===== src/rtl/mdriver_arb_pkg.sv =====
// Shared types and helpers for the AXI-lite master driver arbiter.
package mdriver_arb_pkg;

    typedef enum logic [1:0] {
        IDLE  = 2'd0,
        ISSUE = 2'd1,
        WAIT  = 2'd2,
        DONE  = 2'd3
    } arb_state_t;

    // Width of a requester index for an n-entry request vector, never below one bit.
    function automatic int unsigned rr_idx_w(input int unsigned n);
        return (n > 1) ? $clog2(n) : 1;
    endfunction

endpackage


===== src/rtl/mdriver_arbiter_rr_arbiter.sv =====
// Combinational round-robin pick: rotate by ptr, take the lowest set bit, rotate back.
module rr_arbiter
    import mdriver_arb_pkg::*;
#(
    parameter int unsigned NREQ = 4,
    parameter int unsigned IW   = rr_idx_w(NREQ)
) (
    input  logic [NREQ-1:0] req_i,
    input  logic [IW-1:0]   ptr_i,
    output logic [IW-1:0]   grant_o,
    output logic            any_req_o
);

    logic [NREQ-1:0] rot;
    logic [IW-1:0]   first;
    logic            found;

    function automatic logic [IW-1:0] wrap(input logic [IW-1:0] base, input int unsigned off);
        int unsigned s;
        s = 32'(base) + off;
        return IW'(s % NREQ);
    endfunction

    always_comb begin
        rot = '0;
        for (int unsigned k = 0; k < NREQ; k++) begin
            rot[k] = req_i[wrap(ptr_i, k)];
        end
    end

    always_comb begin
        first = '0;
        found = 1'b0;
        for (int unsigned k = 0; k < NREQ; k++) begin
            if (!found && rot[k]) begin
                first = IW'(k);
                found = 1'b1;
            end
        end
    end

    assign grant_o   = wrap(ptr_i, 32'(first));
    assign any_req_o = |req_i;

endmodule


===== src/rtl/mdriver_arbiter.sv =====
// Round-robin arbiter sharing one single-outstanding AXI-lite master driver among NREQ requesters.
module mdriver_arbiter
    import mdriver_arb_pkg::*;
#(
    parameter int unsigned NREQ = 4,
    parameter int unsigned AW   = 32,
    parameter int unsigned DW   = 32
) (
    input  logic                     clk,
    input  logic                     nreset,
    input  logic [NREQ-1:0]          req_exec,
    input  logic [NREQ-1:0]          req_we,
    input  logic [NREQ*AW-1:0]       req_addr,
    input  logic [NREQ*DW-1:0]       req_wdata,
    output logic [NREQ-1:0]          req_fin,
    output logic [DW-1:0]            req_rdata,
    output logic                     busy,
    output logic [$clog2(NREQ)-1:0]  grant_id,
    output logic                     m_exec,
    output logic                     m_we,
    output logic [AW-1:0]            m_address,
    output logic [DW-1:0]            m_data,
    input  logic                     m_fin,
    input  logic [DW-1:0]            m_rdata
);

    localparam int unsigned IW = $clog2(NREQ);

    arb_state_t    state_q, state_d;
    logic [IW-1:0] ptr_q, ptr_d;
    logic [IW-1:0] grant_q, grant_d;
    logic          we_q, we_d;
    logic [AW-1:0] addr_q, addr_d;
    logic [DW-1:0] wdata_q, wdata_d;
    logic [DW-1:0] rdata_q, rdata_d;

    logic [IW-1:0] pick;
    logic          any_req;
    logic          sel_we;
    logic [AW-1:0] sel_addr;
    logic [DW-1:0] sel_wdata;

    rr_arbiter #(
        .NREQ (NREQ),
        .IW   (IW)
    ) u_rr (
        .req_i     (req_exec),
        .ptr_i     (ptr_q),
        .grant_o   (pick),
        .any_req_o (any_req)
    );

    always_comb begin
        sel_we    = 1'b0;
        sel_addr  = '0;
        sel_wdata = '0;
        for (int unsigned k = 0; k < NREQ; k++) begin
            if (pick == IW'(k)) begin
                sel_we    = req_we[k];
                sel_addr  = req_addr[k*AW +: AW];
                sel_wdata = req_wdata[k*DW +: DW];
            end
        end
    end

    always_comb begin
        state_d = state_q;
        ptr_d   = ptr_q;
        grant_d = grant_q;
        we_d    = we_q;
        addr_d  = addr_q;
        wdata_d = wdata_q;
        rdata_d = rdata_q;
        unique case (state_q)
            IDLE: begin
                if (any_req) begin
                    grant_d = pick;
                    we_d    = sel_we;
                    addr_d  = sel_addr;
                    wdata_d = sel_wdata;
                    state_d = ISSUE;
                end
            end
            ISSUE: state_d = WAIT;
            WAIT: begin
                if (m_fin) begin
                    if (!we_q) rdata_d = m_rdata;
                    state_d = DONE;
                end
            end
            DONE: begin
                // Advance past the grantee so a held request drops to lowest priority.
                if (32'(grant_q) == NREQ - 1) ptr_d = '0;
                else                          ptr_d = grant_q + 1'b1;
                state_d = IDLE;
            end
            default: state_d = IDLE;
        endcase
    end

    always_ff @(posedge clk or negedge nreset) begin
        if (!nreset) begin
            state_q <= IDLE;
            ptr_q   <= '0;
            grant_q <= '0;
            we_q    <= 1'b0;
            addr_q  <= '0;
            wdata_q <= '0;
            rdata_q <= '0;
        end else begin
            state_q <= state_d;
            ptr_q   <= ptr_d;
            grant_q <= grant_d;
            we_q    <= we_d;
            addr_q  <= addr_d;
            wdata_q <= wdata_d;
            rdata_q <= rdata_d;
        end
    end

    // Command registers drive the driver in every state so they stay stable through WAIT.
    assign m_exec    = (state_q == ISSUE);
    assign m_we      = we_q;
    assign m_address = addr_q;
    assign m_data    = wdata_q;
    assign busy      = (state_q != IDLE);
    assign grant_id  = grant_q;
    assign req_rdata = rdata_q;
    assign req_fin   = (state_q == DONE) ? (NREQ'(1) << grant_q) : '0;

endmodule


===== config.mk =====
export PLATFORM = sky130hd
export DESIGN_NAME = mdriver_arbiter
export DESIGN_NICKNAME = d
export VERILOG_FILES = /design/src/rtl/mdriver_arb_pkg.sv /design/src/rtl/mdriver_arbiter_rr_arbiter.sv /design/src/rtl/mdriver_arbiter.sv
export SDC_FILE = /design/constraint.sdc
export NUM_CORES = 1
export LEC_CHECK = 0
export BUFFER_PORTS_ARGS = -buffer_cell sky130_fd_sc_hd__buf_2
export CAP_MARGIN = 0
export CORE_AREA = 2 2 156 158
export DETAILED_ROUTE_END_ITERATION = 7
export DIE_AREA = 0 0 158 160
export MAX_ROUTING_LAYER = met4
export PLACE_DENSITY = 0.59
export SKIP_CTS_REPAIR_TIMING = 1
export SYNTH_ARGS = -nofsm -noshare
export SYNTH_HDL_FRONTEND = slang
export SYNTH_HIERARCHICAL = 1
export SYNTH_SLANG_ARGS = --single-unit

===== constraint.sdc =====
create_clock -name clk -period 2 [get_ports clk]
set_input_delay 0.2 -clock clk [delete_from_list [all_inputs] [get_ports clk]]
set_output_delay 0.2 -clock clk [all_outputs]
set_load 0.02 [all_outputs]

**Yosys cells after proc, flatten, opt, wreduce, memory -nomap -nowiden**

Cells that the tools add are included.

- $lt $le $gt $ge: 4
- Bitwise logic cells: 1
- Shifts and indexed selects: 1
- Multiplexer cells: 31
- Reduce and logical (&&, ||, !) cells: 13
- Equality and inequality tests: 9
- Add/sub/neg operators: 5

Operators by type and width:

| kind | number |
|---|---|
| two-way mux 32 bit | 8 |
| < comparator 2 x 3 -> 1 bit, second input constant | 4 |
| two-way mux 1 bit | 12 |
| == test 2 bit, second input constant | 5 |
| two-way mux 2 bit | 5 |
| binary-select mux 1 bit (select 2 bit) | 4 |
| case mux 2 bit (4 select lines) | 1 |
| adder 2 x 1 -> 2 bit, second input constant | 2 |
| adder 2 bit, second input constant | 2 |
| == test 2 x 1 -> 1 bit, second input constant | 2 |
| logical NOT 2 bit | 2 |
| two-way mux 4 bit | 1 |
| inequality test 2 bit, second input constant | 2 |
| AND reduction 2 bit | 2 |
| OR reduction 4 bit | 1 |
| left shift 1 x 2 -> 4 bit, first input constant | 1 |
| logical AND 1 bit | 3 |
| logical NOT 1 bit | 3 |
| AND reduction 3 bit | 1 |
| adder 2 bit | 1 |
| nonzero test 2 bit | 1 |
| NOT 1 bit | 1 |

- Logic and storage cells: 71
- Register bits: 103
- Output and inout port bits: 105
- Input bits: 299

**Depth between registers and ports, before layout**

Gate-level depths: netlist of run 1.

- Depth after elaboration: 18
- Depth in mapped cells: 12

**Cells and area by module**

The synthesis of run 1 kept the hierarchy.

Modules (own cells, without submodules):

| module | instances | area an instance (µm²) | cells an instance | seq. area each (µm²) |
|---|---|---|---|---|
| mdriver_arbiter | 1 | 5,873.1 | 467 | 2,577.5 |
| rr_arbiter | 1 | 190.2 | 28 | 0.0 |

**Worst setup path after synthesis of run 1**

No wires, ideal clock.

- Kind: flip-flop to flip-flop
- From: register ptr_q[0]
- To: register addr_q[10] (netlist: m_address[10])
- Data required time: 1.854 ns
- Buffers on the path: 2
- Arrival: 2.018 ns
- Library setup time: 0.146 ns
- Clock period less this slack: 2.164 ns
- Stages on the path, launching flop included: 11
- Slack: -0.164 ns
- Path through: dfrtp_1 buf_6 nor4_1 a21oi_1 o211ai_1 ha_1 xnor2_1 xnor2_1 nand3_1 buf_1 o221ai_2

- Cells in the longest elaborated chain, start to end: 18
- Elaborated cells on any way between the ends: 32

RTL lines:

| element | RTL line | RTL |
|---|---|---|
| from (decl) | mdriver_arbiter.sv:30 | `logic [IW-1:0] ptr_q, ptr_d;` |
| from (signal assigned) | mdriver_arbiter.sv:112 | `ptr_q <= ptr_d;` |
| branches (longest 12 deep; another with adder 2 x 1 -> 2 bit) | - |  |
| adder 2 bit * | mdriver_arbiter_rr_arbiter.sv:20 | `s = 32'(base) + off;` |
| via pick[1] | mdriver_arbiter.sv:37 | `logic [IW-1:0] pick;` |
| logical NOT 2 bit | mdriver_arbiter.sv:58 | `if (pick == IW'(k)) begin` |
| two-way mux 32 bit (3 in a row) | mdriver_arbiter.sv:58 |  |
| two-way mux 32 bit * | mdriver_arbiter.sv:58 |  |
| to (signal assigned) | mdriver_arbiter.sv:115 | `addr_q <= addr_d;` |
| to (decl) | mdriver_arbiter.sv:33 | `logic [AW-1:0] addr_q, addr_d;` |

Mark *: on every way through the listed nets, which the timed path passes. The select of a mux whose other input is x is not followed.
A chain may end at the register's enable or synchronous reset.

**Worst setup path in the final report of run 1**

- From: register ptr_q[0]
- To: register wdata_q[26] (netlist: m_data[26])

- Cells in the longest elaborated chain, start to end: 18
- Elaborated cells on any way between the ends: 32

RTL lines:

| element | RTL line | RTL |
|---|---|---|
| branches (longest 12 deep; another with adder 2 x 1 -> 2 bit) | - |  |
| adder 2 bit * | mdriver_arbiter_rr_arbiter.sv:20 |  |
| via pick[1] | mdriver_arbiter.sv:37 |  |
| logical NOT 2 bit | mdriver_arbiter.sv:58 |  |
| two-way mux 32 bit (3 in a row) | mdriver_arbiter.sv:58 |  |
| two-way mux 32 bit * | mdriver_arbiter.sv:58 |  |
| to (signal assigned) | mdriver_arbiter.sv:116 | `wdata_q <= wdata_d;` |
| to (decl) | mdriver_arbiter.sv:34 | `logic [DW-1:0] wdata_q, wdata_d;` |

Marks and branches as above.

==> results of run 1 <==
## sequential cells by signal, indices dropped and copies added, names as in the netlist
name and count:
m_address 32, m_data 32, req_rdata 32, grant_id 2, ptr_q 2, state_q 2
m_we 1
## power by group through the flow
| stage | Clock (mW) | Combinational, mW | Sequential [mW] |
|---|---|---|---|
| after floorplan | 0 | 6.99 | 4.97 |
| after global placement | 0 | 11.6 | 3.80 |
| after detailed placement | 0 | 11.8 | 3.78 |
| after CTS | 1.85 | 11.8 | 3.77 |
| after global routing | 1.94 | 12.8 | 3.92 |
| final | 1.77 | 11.9 | 3.77 |
## cells by family (layout without fill, tap and decap cells)
logic type | after synthesis | after routing | synth area share [%]
multiplexers | 167 | 167 | 28.3
flip-flops | 103 | 103 | 42.5
AND/OR/NAND/NOR | 90 | 90 | 6.17
AO/OA/AOI/OAI | 75 | 75 | 15.9
buffers and inverters | 48 | 481 | 4.79
adder cells (fa/ha/maj) | 10 | 10 | 2.06
XOR/XNOR | 2 | 2 | 0.289
## synthesized netlist by cell type (all sizes together), types with 2 or more instances
cell / n / share of area, %
clkbuf: 7 / 0.43
o22ai: 2 / 0.31
and2: 4 / 0.41
nand2b: 3 / 0.31
a21oi: 2 / 0.17
xnor2: 2 / 0.29
o221ai: 65 / 15
mux2: 36 / 6.7
buf: 34 / 3.9
ha: 10 / 2.1
inv: 7 / 0.43
nor3: 2 / 0.17
nor2: 4 / 0.25
o22a: 2 / 0.31
dfrtp: 103 / 43
nand2: 71 / 4.4
mux2i: 131 / 22
## through the flow
step,std cells,power [mW]
floorplan,495,12.0
global placement,1232,15.4
detailed placement,1232,15.6
CTS,1248,17.4
global route,1252,18.7
finish,1252,17.5
## layout make-up
class                   count  area [um2]
clock buffers               9         225
clock inverters             7        65.1
fillers                  2436       14600
inverters                   7        26.3
multi-input cells         344        3290
flip-flops and latches    103        2580
well taps                 324         405
repair buffers            458        2620
## worst max-delay path by stage
stage / from / to / slack [ps] / cells after the start
final: ptr_q[0]$_DFFE_PN0P_ / m_data[26]$_DFFE_PN0P_ / -240 / 9
after global routing: ptr_q[0]$_DFFE_PN0P_ / m_data[26]$_DFFE_PN0P_ / -330 / 9
after CTS: ptr_q[0]$_DFFE_PN0P_ / m_address[2]$_DFFE_PN0P_ / -280 / 9
after detailed placement: ptr_q[0]$_DFFE_PN0P_ / m_address[3]$_DFFE_PN0P_ / -240 / 9
after global placement: ptr_q[0]$_DFFE_PN0P_ / m_address[5]$_DFFE_PN0P_ / -210 / 11
after floorplan: ptr_q[0]$_DFFE_PN0P_ / m_address[0]$_DFFE_PN0P_ / 20 / 10
## worst register-to-register path, delay by kind of cell, from the launching register on
family / cells / cell delay, ps
XOR/XNOR: 1 / 160
AO/OA/AOI/OAI: 4 / 920
flip-flops: 1 / 480
AND/OR/NAND/NOR: 1 / 80
buffers and inverters: 3 / 520
## routing by layer
| layer | up-vias | track usage [%] | wire, um |
|---|---|---|---|
| met5 | - | - | 0 |
| li1 | 2716 | - | - |
| met3 | 24 | 3.58 | 1620 |
| met1 | 2635 | 18.4 | 8270 |
| met4 | 0 | 4.14 | 314 |
| met2 | 278 | 28.2 | 10700 |
==> metrics.cfg, run 1 <==
[sta]
min_period_over_period_pct = 112
finClkSkew_ps = 16.7
rsz0062_at_grt = true
fin_crit_ps = 2240
worst_pin_slew_ps = 575
hold_slack_ps = 67.4
fin_setup_tns_ps = -12990
fmax_ghz = 0.447
setup_viol = 66
finalMaxSlewViolations = 0
hold_viol = 0
finalWorstSetupSlack_ps = -238
maxSlewHeadroom_pct = 61.6

[final_layout]
mostFrequentLayoutCell = buf_2
drive_above_1_share_pct = 61.9
area_growth_pct = 51.9
stdcell_area_um2 = 9210
utilization_pct = 38.7
final_cell_mix = buf_2 (402), mux2i_1 (131), dfrtp_1 (102), nand2_1 (70), o221ai_2 (54)
antenna_cells = 0
nNetsFinal = 1232

[global_route]
antenna_found_initial = 1
grt_overflow = 0
first_global_vias = 5657
gr-usage-all-layers_pct = 16.1
grt_max_degree = 104
grt_pass1_wl_um = 30500

[yosys]
async_flop_share_pct = 100
synthFlopType = dfrtp_1
ys_seq_area_share_pct = 42.5
synth_edf_count = 0
syn_area_um2 = 6060
synth_cell_types = 33
synth-seq-cells = 103
yosysWarningCount = 6
synth_fp_nets = 804
synth_area_per_cell_um2 = 12.2
synthCells = 495

[min_path]
hold_class = in -> reg
whs_path_depth = 2
hold_end = req_rdata[21]$_DFFE_PN0P_
hp-start = m_rdata[21]

[floorplan]
core_um2 = 23800
die-height_um = 160
io_pins = 404
die-width_um = 158
dieArea_um2 = 25300
rows = 57
initial_utilization_pct = 25.5

[setup_path]
crit_fanout = 38
critPathLaunchType = flip-flop
arrival_ps = 2510
critical-path-max-stage-delay_ps = 480
reg2regPathDepth = 9
required_ps = 2270
crit_path_cell_trace = buf_6, a211o_1, o22a_1, o22ai_2, xnor2_2, buf_4, nand3_4, buf_12, o221ai_1
worstReg2RegStart = ptr_q[0]$_DFFE_PN0P_
worstSetupPathType = reg -> reg
r2r_slack_ps = -240
critPathBufInv = 3
crit_path_end_kind = flip-flop
critPathSlowestCell = dfrtp_2
r2r-end = m_data[26]$_DFFE_PN0P_
cp_top_family = compound AO/OA/AOI/OAI gates

[cts]
cts.path.max_buffers = 2
clockRootBuffer = clkbuf_16
cts_made_buffers = 9
htree_levels = 3
cts_num_sinks = 103
clk_latency_ps = 360
clkSlewWorstSetupHoldPaths_ps = 80
tritoncts = done

[drt]
drt_first_pass_iters = 4
vias = 5653
ant_nets = 0
drt_iter0_drc = 173
drc = 0
finalWirelength_um = 20900
viasPerCell = 4.52
post_drt_wl_per_cell_um = 16.7

[placement]
dp_worst_setup_slack_ps = -235
place.gp.congestion = 0.761
place_hpwl_um = 15900
post_dp_cell_area_um2 = 8790
io_buffers = 403

[power]
pwr-share-seq_pct = 21.6
switching_share_pct = 44.9
power.density_nw_per_um2 = 1900
comb_power_share_pct = 68.3
p_leak_nw = 4.80
clkPwrFrac_pct = 10.1
netSwitchingPower_mw = 7.85
p_int_mw = 9.62
ir_drop_mv = 0.924

[status]
violations = setup timing
status = complete, but fails checks

[flow_run]
drv_cap = 0

No activity file was read; power rests on OpenSTA's default activity.
==> run 2, diff against run 1 <==
CELL_PAD_IN_SITES_DETAIL_PLACEMENT = 1   (was default)
CELL_PAD_IN_SITES_GLOBAL_PLACEMENT = 2   (was default)
CORE_AREA = default   (was 2 2 156 158)
CORE_UTILIZATION = 22   (was default)
CTS_CLUSTER_DIAMETER = 30   (was default)
DIE_AREA = default   (was 0 0 158 160)
PLACE_DENSITY = 0.82   (was 0.59)
SYNTH_HIERARCHICAL = default   (was 1)
==> metrics.cfg, run 2 <==
[setup_path]
required_ps = 2240  ; -30 ps
critical-path-max-stage-delay_ps = 420  ; -60 ps
critPathBufInv = 2  ; -1
worstSetupPathType = reg -> reg
worstReg2RegStart = ptr_q[1]$_DFFE_PN0P_
r2r_slack_ps = -650  ; -410 ps
cp_top_family = compound AO/OA/AOI/OAI gates
arrival_ps = 2890  ; +380 ps
critPathSlowestCell = dfrtp_1
crit_fanout = 22  ; -42%
crit_path_cell_trace = nand2_1, a21oi_2, nor2_1, a211oi_1, a21oi_1, ha_2, xor2_4, xnor2_4, buf_4, buf_12, mux2_2, a221o_1
crit_path_end_kind = flip-flop
critPathLaunchType = flip-flop
reg2regPathDepth = 12  ; +3
r2r-end = m_data[25]$_DFFE_PN0P_

[cts]
clkSlewWorstSetupHoldPaths_ps = 80  ; about the same
clk_latency_ps = 360  ; about the same
cts.path.max_buffers = 2  ; unchanged
htree_levels = 3  ; unchanged
clockRootBuffer = clkbuf_16
cts_made_buffers = 9  ; unchanged
cts_num_sinks = 103  ; unchanged
tritoncts = done

[placement]
place_hpwl_um = 18900  ; +19%
place.gp.congestion = 0.820  ; +7.6%
io_buffers = 403  ; unchanged

[global_route]
grt_pass1_wl_um = 36100  ; +19%
grt_overflow = 0  ; unchanged
first_global_vias = 6551  ; +16%
grt_max_degree = 99  ; -4.8%
gr-usage-all-layers_pct = 16.8  ; +0.68 points
antenna_found_initial = 1  ; unchanged

[power]
comb_power_share_pct = 70.6  ; +2.3 points
switching_share_pct = 43.3  ; -1.7 points
p_int_mw = 10.8  ; +13%
netSwitchingPower_mw = 8.27  ; +5.3%
clkPwrFrac_pct = 9.4  ; -0.7 points
total_power_mw = 19.1  ; +9.4%
ir_drop_mv = 0.875  ; -5.3%
p_leak_nw = 4.86  ; +1.3%
power.density_nw_per_um2 = 2010  ; +6.1%
pwr-share-seq_pct = 19.9  ; -1.7 points

[floorplan]
die-width_um = 169  ; +7.2%
initial_utilization_pct = 22.6  ; -2.8 points
rows = 60  ; +5.3%
dieArea_um2 = 28700  ; +14%
io_pins = 404  ; unchanged
die-height_um = 169  ; +5.9%
core_um2 = 27300  ; +14%

[yosys]
synth_cell_types = 33  ; unchanged
synth_top_area_share_pct = 41.8  ; -0.70 points
syn_area_um2 = 6160  ; +1.7%
yosysWarningCount = 0  ; -6
synth_edf_count = 0  ; unchanged
synthCells = 566  ; +14%
ys_seq_area_share_pct = 41.8  ; -0.70 points
synth-seq-cells = 103  ; unchanged
synthFlopType = dfrtp_1
synth_area_per_cell_um2 = 10.9  ; -11%
ys_top_cells_by_area = dfrtp_1 (42%), mux2_1 (14%), a221o_1 (11%)
synth.top_cells.by_count = nand2_1 (134), dfrtp_1 (103), mux2_1 (74), a221o_1 (65), mux2i_1 (65)
async_flop_share_pct = 100  ; unchanged
synth_fp_nets = 874  ; +8.7%
synth_area_leader_cell = dfrtp_1
synth_most_common_cell = nand2_1

[drt]
viasPerCell = 4.50  ; -0.25%
post_drt_wl_per_cell_um = 18.1  ; +8.6%
ant_nets = 0  ; unchanged
finalWirelength_um = 24800  ; +19%
vias = 6166  ; +9.1%
drt_iter0_drc = 160  ; -7.5%
drt_first_pass_iters = 4  ; unchanged
drc = 0  ; unchanged

[flow_run]
drv_cap = 0  ; unchanged

[sta]
fin_setup_tns_ps = -39270  ; -26280 ps
finalWorstSetupSlack_ps = -652  ; -414 ps
setup_viol = 66  ; unchanged
fmax_ghz = 0.377  ; -16%
finalMaxSlewViolations = 0  ; unchanged
maxSlewHeadroom_pct = 60.3  ; -1.3 points
rsz0062_at_grt = true
worst_pin_slew_ps = 595  ; +19.3 ps
hold_slack_ps = 55.4  ; -12.0 ps
min_period_over_period_pct = 133  ; +21 points
hold_viol = 0  ; unchanged
finClkSkew_ps = 12.2  ; -4.46 ps
fin_crit_ps = 2650  ; +414 ps

[final_layout]
nNetsFinal = 1299  ; +5.4%
area_growth_pct = 54.0
mostFrequentLayoutCell = buf_2
final_cell_mix = buf_2 (402), nand2_1 (134), dfrtp_1 (103), mux2i_1 (65), a221o_1 (65)
drive_above_1_share_pct = 53.7  ; -8.1 points

[status]
violations = setup timing
status = complete, but fails checks

[min_path]
whs_path_depth = 2  ; unchanged
hold_end = req_rdata[30]$_DFFE_PN0P_
hp-start = m_rdata[30]
hold_class = in -> reg

-- run 2: worst max-delay path by stage --
stage	from	to	depth (start not counted)
final	ptr_q[1]$_DFFE_PN0P_	m_data[25]$_DFFE_PN0P_	12
after global routing	ptr_q[1]$_DFFE_PN0P_	m_data[17]$_DFFE_PN0P_	12
after CTS	ptr_q[1]$_DFFE_PN0P_	m_address[11]$_DFFE_PN0P_	12
after detailed placement	req_exec[0]	m_data[10]$_DFFE_PN0P_	14
after global placement	req_exec[2]	m_address[0]$_DFFE_PN0P_	12
after floorplan	ptr_q[1]$_DFFE_PN0P_	m_address[13]$_DFFE_PN0P_	13
-- run 2: cells by family after synthesis --
logic type / after synthesis / synth area share, %
XOR/XNOR: 2 / 0.406
adder cells (fa/ha/maj): 9 / 1.83
multiplexers: 165 / 28.9
AND/OR/NAND/NOR: 155 / 9.97
AO/OA/AOI/OAI: 78 / 11.9
flip-flops: 103 / 41.8
buffers and inverters: 54 / 5.18
-- run 2: area by class of cell --
type	count	area (um2)
tap	372	465
antenna	1	2.50
inverter	6	22.5
fill	3236	17800
clock inverter	7	66.3
timing repair buffer	462	2690
clock buffer	9	225
multi-input combinational	409	3440
sequential	103	2580
-- run 2: metal layers --
metal | up-vias | GRT usage [%] | part of all wire, %
li1 | 2909 | - | -
met1 | 2964 | 18.9 | 41
met2 | 263 | 30.0 | 51
met3 | 30 | 3.24 | 5.5
met4 | 0 | 4.74 | 1.9
met5 | - | - | 0
-- run 2: power groups by stage --
stage               Clock [mW]  Sequential [mW]  Combinational (mW)
floorplan                    0             4.97                7.62
global placement             0             3.82                12.4
detailed placement           0             3.84                12.7
CTS                       1.89             3.82                12.7
global route              1.94             3.94                14.5
finish                    1.80             3.81                13.5
-- run 2: through the flow --
step           util, %  instance area (um2)  instances  setup slack [ps]
6_report          34.8                 9490       1369              -652
5_1_grt           34.8                 9490       1369              -822
4_1_cts           34.1                 9290       1360              -684
3_5_place_dp      33.0                 9000       1344              -656
3_3_place_gp      33.0                 9000       1344              -652
2_1_floorplan        -                 6260        566              -483
==> run 3, diff against run 2 <==
CORE_ASPECT_RATIO = 0.8   (was default)
==> metrics.cfg, run 3 (synthesis gave the netlist of run 2 again) <==
[setup_path]
critPathSlowestCell = dfrtp_1
cp_top_family = compound AO/OA/AOI/OAI gates
arrival_ps = 2850  ; -40 ps
worstSetupPathType = reg -> reg
critPathBufInv = 2  ; unchanged
crit_cells = 12  ; unchanged
required_ps = 2230  ; about the same
crit_path_cell_trace = nand2_1, a21oi_2, nor2_1, a211oi_1, a21oi_1, ha_2, xor2_4, xnor2_4, buf_4, clkbuf_16, mux2_1, a221o_1
critPathLaunchType = flip-flop
crit_path_end_kind = flip-flop
crit_fanout = 12  ; -45%
critical-path-max-stage-delay_ps = 390  ; -30 ps
reg2regPathDepth = 12  ; unchanged

[sta]
finClkSkew_ps = 9.58  ; -2.62 ps
finalMaxSlewViolations = 0  ; unchanged
hold_viol = 0  ; unchanged
hold_slack_ps = 63.0  ; +7.68 ps
rsz0062_at_grt = true
maxSlewHeadroom_pct = 60.0  ; -0.38 points
fin_crit_ps = 2620  ; -33.1 ps
min_period_over_period_pct = 131  ; -1.7 points
setup_viol = 66  ; unchanged
finalWorstSetupSlack_ps = -619  ; +33.1 ps
fmax_ghz = 0.382  ; +1.3%
fin_setup_tns_ps = -35850  ; +3430 ps
worst_pin_slew_ps = 601  ; +5.77 ps

[final_layout]
fin_cells = 1365  ; -0.29%
multi_input_area_um2 = 3480  ; +1.3%
mostFrequentLayoutCell = buf_2
nFillCells = 3259  ; +0.71%
nNetsFinal = 1304  ; +0.38%
drive_above_1_share_pct = 54.3  ; +0.59 points
regArea_um2 = 2580  ; unchanged
final_cell_mix = buf_2 (402), nand2_1 (134), dfrtp_1 (103), mux2i_1 (65), a221o_1 (65)
area_growth_pct = 55.7

[placement]
place_hpwl_um = 18500  ; -1.8%
place.gp.congestion = 0.789  ; -3.7%
dp_worst_setup_slack_ps = -686  ; -29.9 ps
io_buffers = 403  ; unchanged
place_inst = 1342  ; -0.15%

[drt]
ant_nets = 0  ; unchanged
viasPerCell = 4.53  ; +0.47%
post_drt_wl_per_cell_um = 18.0  ; -0.91%
vias = 6177  ; +0.18%
drt_iter0_drc = 143  ; -11%
finalWirelength_um = 24500  ; -1.2%
drt_first_pass_iters = 4  ; unchanged
drc = 0  ; unchanged

[floorplan]
core_um2 = 27400  ; +0.66%
dieArea_um2 = 28700  ; about the same
initial_utilization_pct = 22.5  ; -0.15 points
io_pins = 404  ; unchanged
die-width_um = 189  ; +12%
die-height_um = 152  ; -10%
rows = 54  ; -10%

[cts]
cts_num_sinks = 103  ; unchanged
clockRootBuffer = clkbuf_16
cts_made_buffers = 9  ; unchanged
clkSlewWorstSetupHoldPaths_ps = 80  ; about the same
htree_levels = 3  ; unchanged
tritoncts = done
clk_latency_ps = 360  ; about the same
cts.path.max_buffers = 2  ; unchanged

[status]
status = complete, but fails checks
violations = setup timing

[power]
comb_power_share_pct = 71.8  ; +1.2 points
pwr-share-seq_pct = 19.3  ; -0.6 points
clkPwrFrac_pct = 8.9  ; -0.5 points
p_leak_nw = 4.94  ; +1.8%
netSwitchingPower_mw = 8.45  ; +2.2%
ir_drop_mv = 1.05  ; +20%
switching_share_pct = 42.8  ; -0.42 points
p_int_mw = 11.3  ; +4.0%
power.density_nw_per_um2 = 2050  ; +2.1%

[min_path]
whs_path_depth = 2  ; unchanged
hold_class = in -> reg

[global_route]
first_global_vias = 6341  ; -3.2%
grt_pass1_wl_um = 35200  ; -2.5%
grt_overflow = 0  ; unchanged
antenna_found_initial = 1  ; unchanged
gr-usage-all-layers_pct = 16.4  ; -0.40 points
grt_max_degree = 104  ; +5.1%

[flow_run]
drv_cap = 0  ; unchanged

[run 3: cell types whose count changed in the layout (fill, tap and decap cells not counted)]
cell	before	now
mux2_4	31	43
clkinv_8	1	0
clkinvlp_4	1	2
inv_8	1	2
buf_4	38	39
inv_6	3	0
mux2_2	18	10
clkbuf_16	11	12
buf_6	5	6
mux2_1	51	47
clkinv_2	1	0
buf_12	14	16
clkinv_4	0	2
[run 3: path summary, 6_finish.rpt]
path	endpoint	from	slack, ps
worst max-delay path	m_address[31]$_DFFE_PN0P_	ptr_q[1]$_DFFE_PN0P_	-620
worst min-delay path	req_rdata[2]$_DFFE_PN0P_	m_rdata[2]	60
worst max register to register	m_address[31]$_DFFE_PN0P_	ptr_q[1]$_DFFE_PN0P_	-620
worst min register to register	req_rdata[27]$_DFFE_PN0P_	req_rdata[27]$_DFFE_PN0P_	490
max in group asynchronous	m_data[22]$_DFFE_PN0P_	nreset	1060
min in group asynchronous	req_rdata[17]$_DFFE_PN0P_	nreset	480
[run 3: layout make-up]
type                       instances  area share (%)
sequential                       103            26.8
clock buffer                       9            2.35
timing repair buffer             467            28.9
inverter                           6           0.235
clock inverter                     6           0.573
tap                              364            4.74
multi-input combinational        409            36.3
antenna                            1          0.0261
[run 3: power groups by stage]
stage	registers [mW]	clock network (mW)	logic [mW]
6_report	3.80	1.76	14.2
5_1_grt	3.94	1.95	15.2
4_1_cts	3.81	1.86	13.0
3_5_place_dp	3.83	0	13.0
3_3_place_gp	3.80	0	12.7
2_1_floorplan	4.97	0	7.62
[run 3: through the flow]
step	cell area (um2)	total power [mW]	utilization, %
global route	9600	21.1	35.0
detailed placement	9080	16.8	33.1
CTS	9360	18.7	34.1
floorplan	6260	12.6	-
global placement	9080	16.5	33.1
finish	9600	19.7	35.0
[run 3: worst register-to-register path: cells and delay by family, from the launching register on]
kind                     cells  cell delay (ps)
buffers and inverters        2              390
XOR/XNOR                     2              390
multiplexers                 1              330
adder cells (fa/ha/maj)      1              200
AND/OR/NAND/NOR              2              130
flip-flops                   1              390
AO/OA/AOI/OAI                4              680
[run 3: per-layer routing]
metal | track usage (%) | vias up | wire length [um]
met4 | 3.67 | 0 | 282
met5 | - | - | 0
met1 | 19.5 | 2995 | 10600
met2 | 28.1 | 250 | 12000
met3 | 3.94 | 17 | 1610
li1 | - | 2915 | -
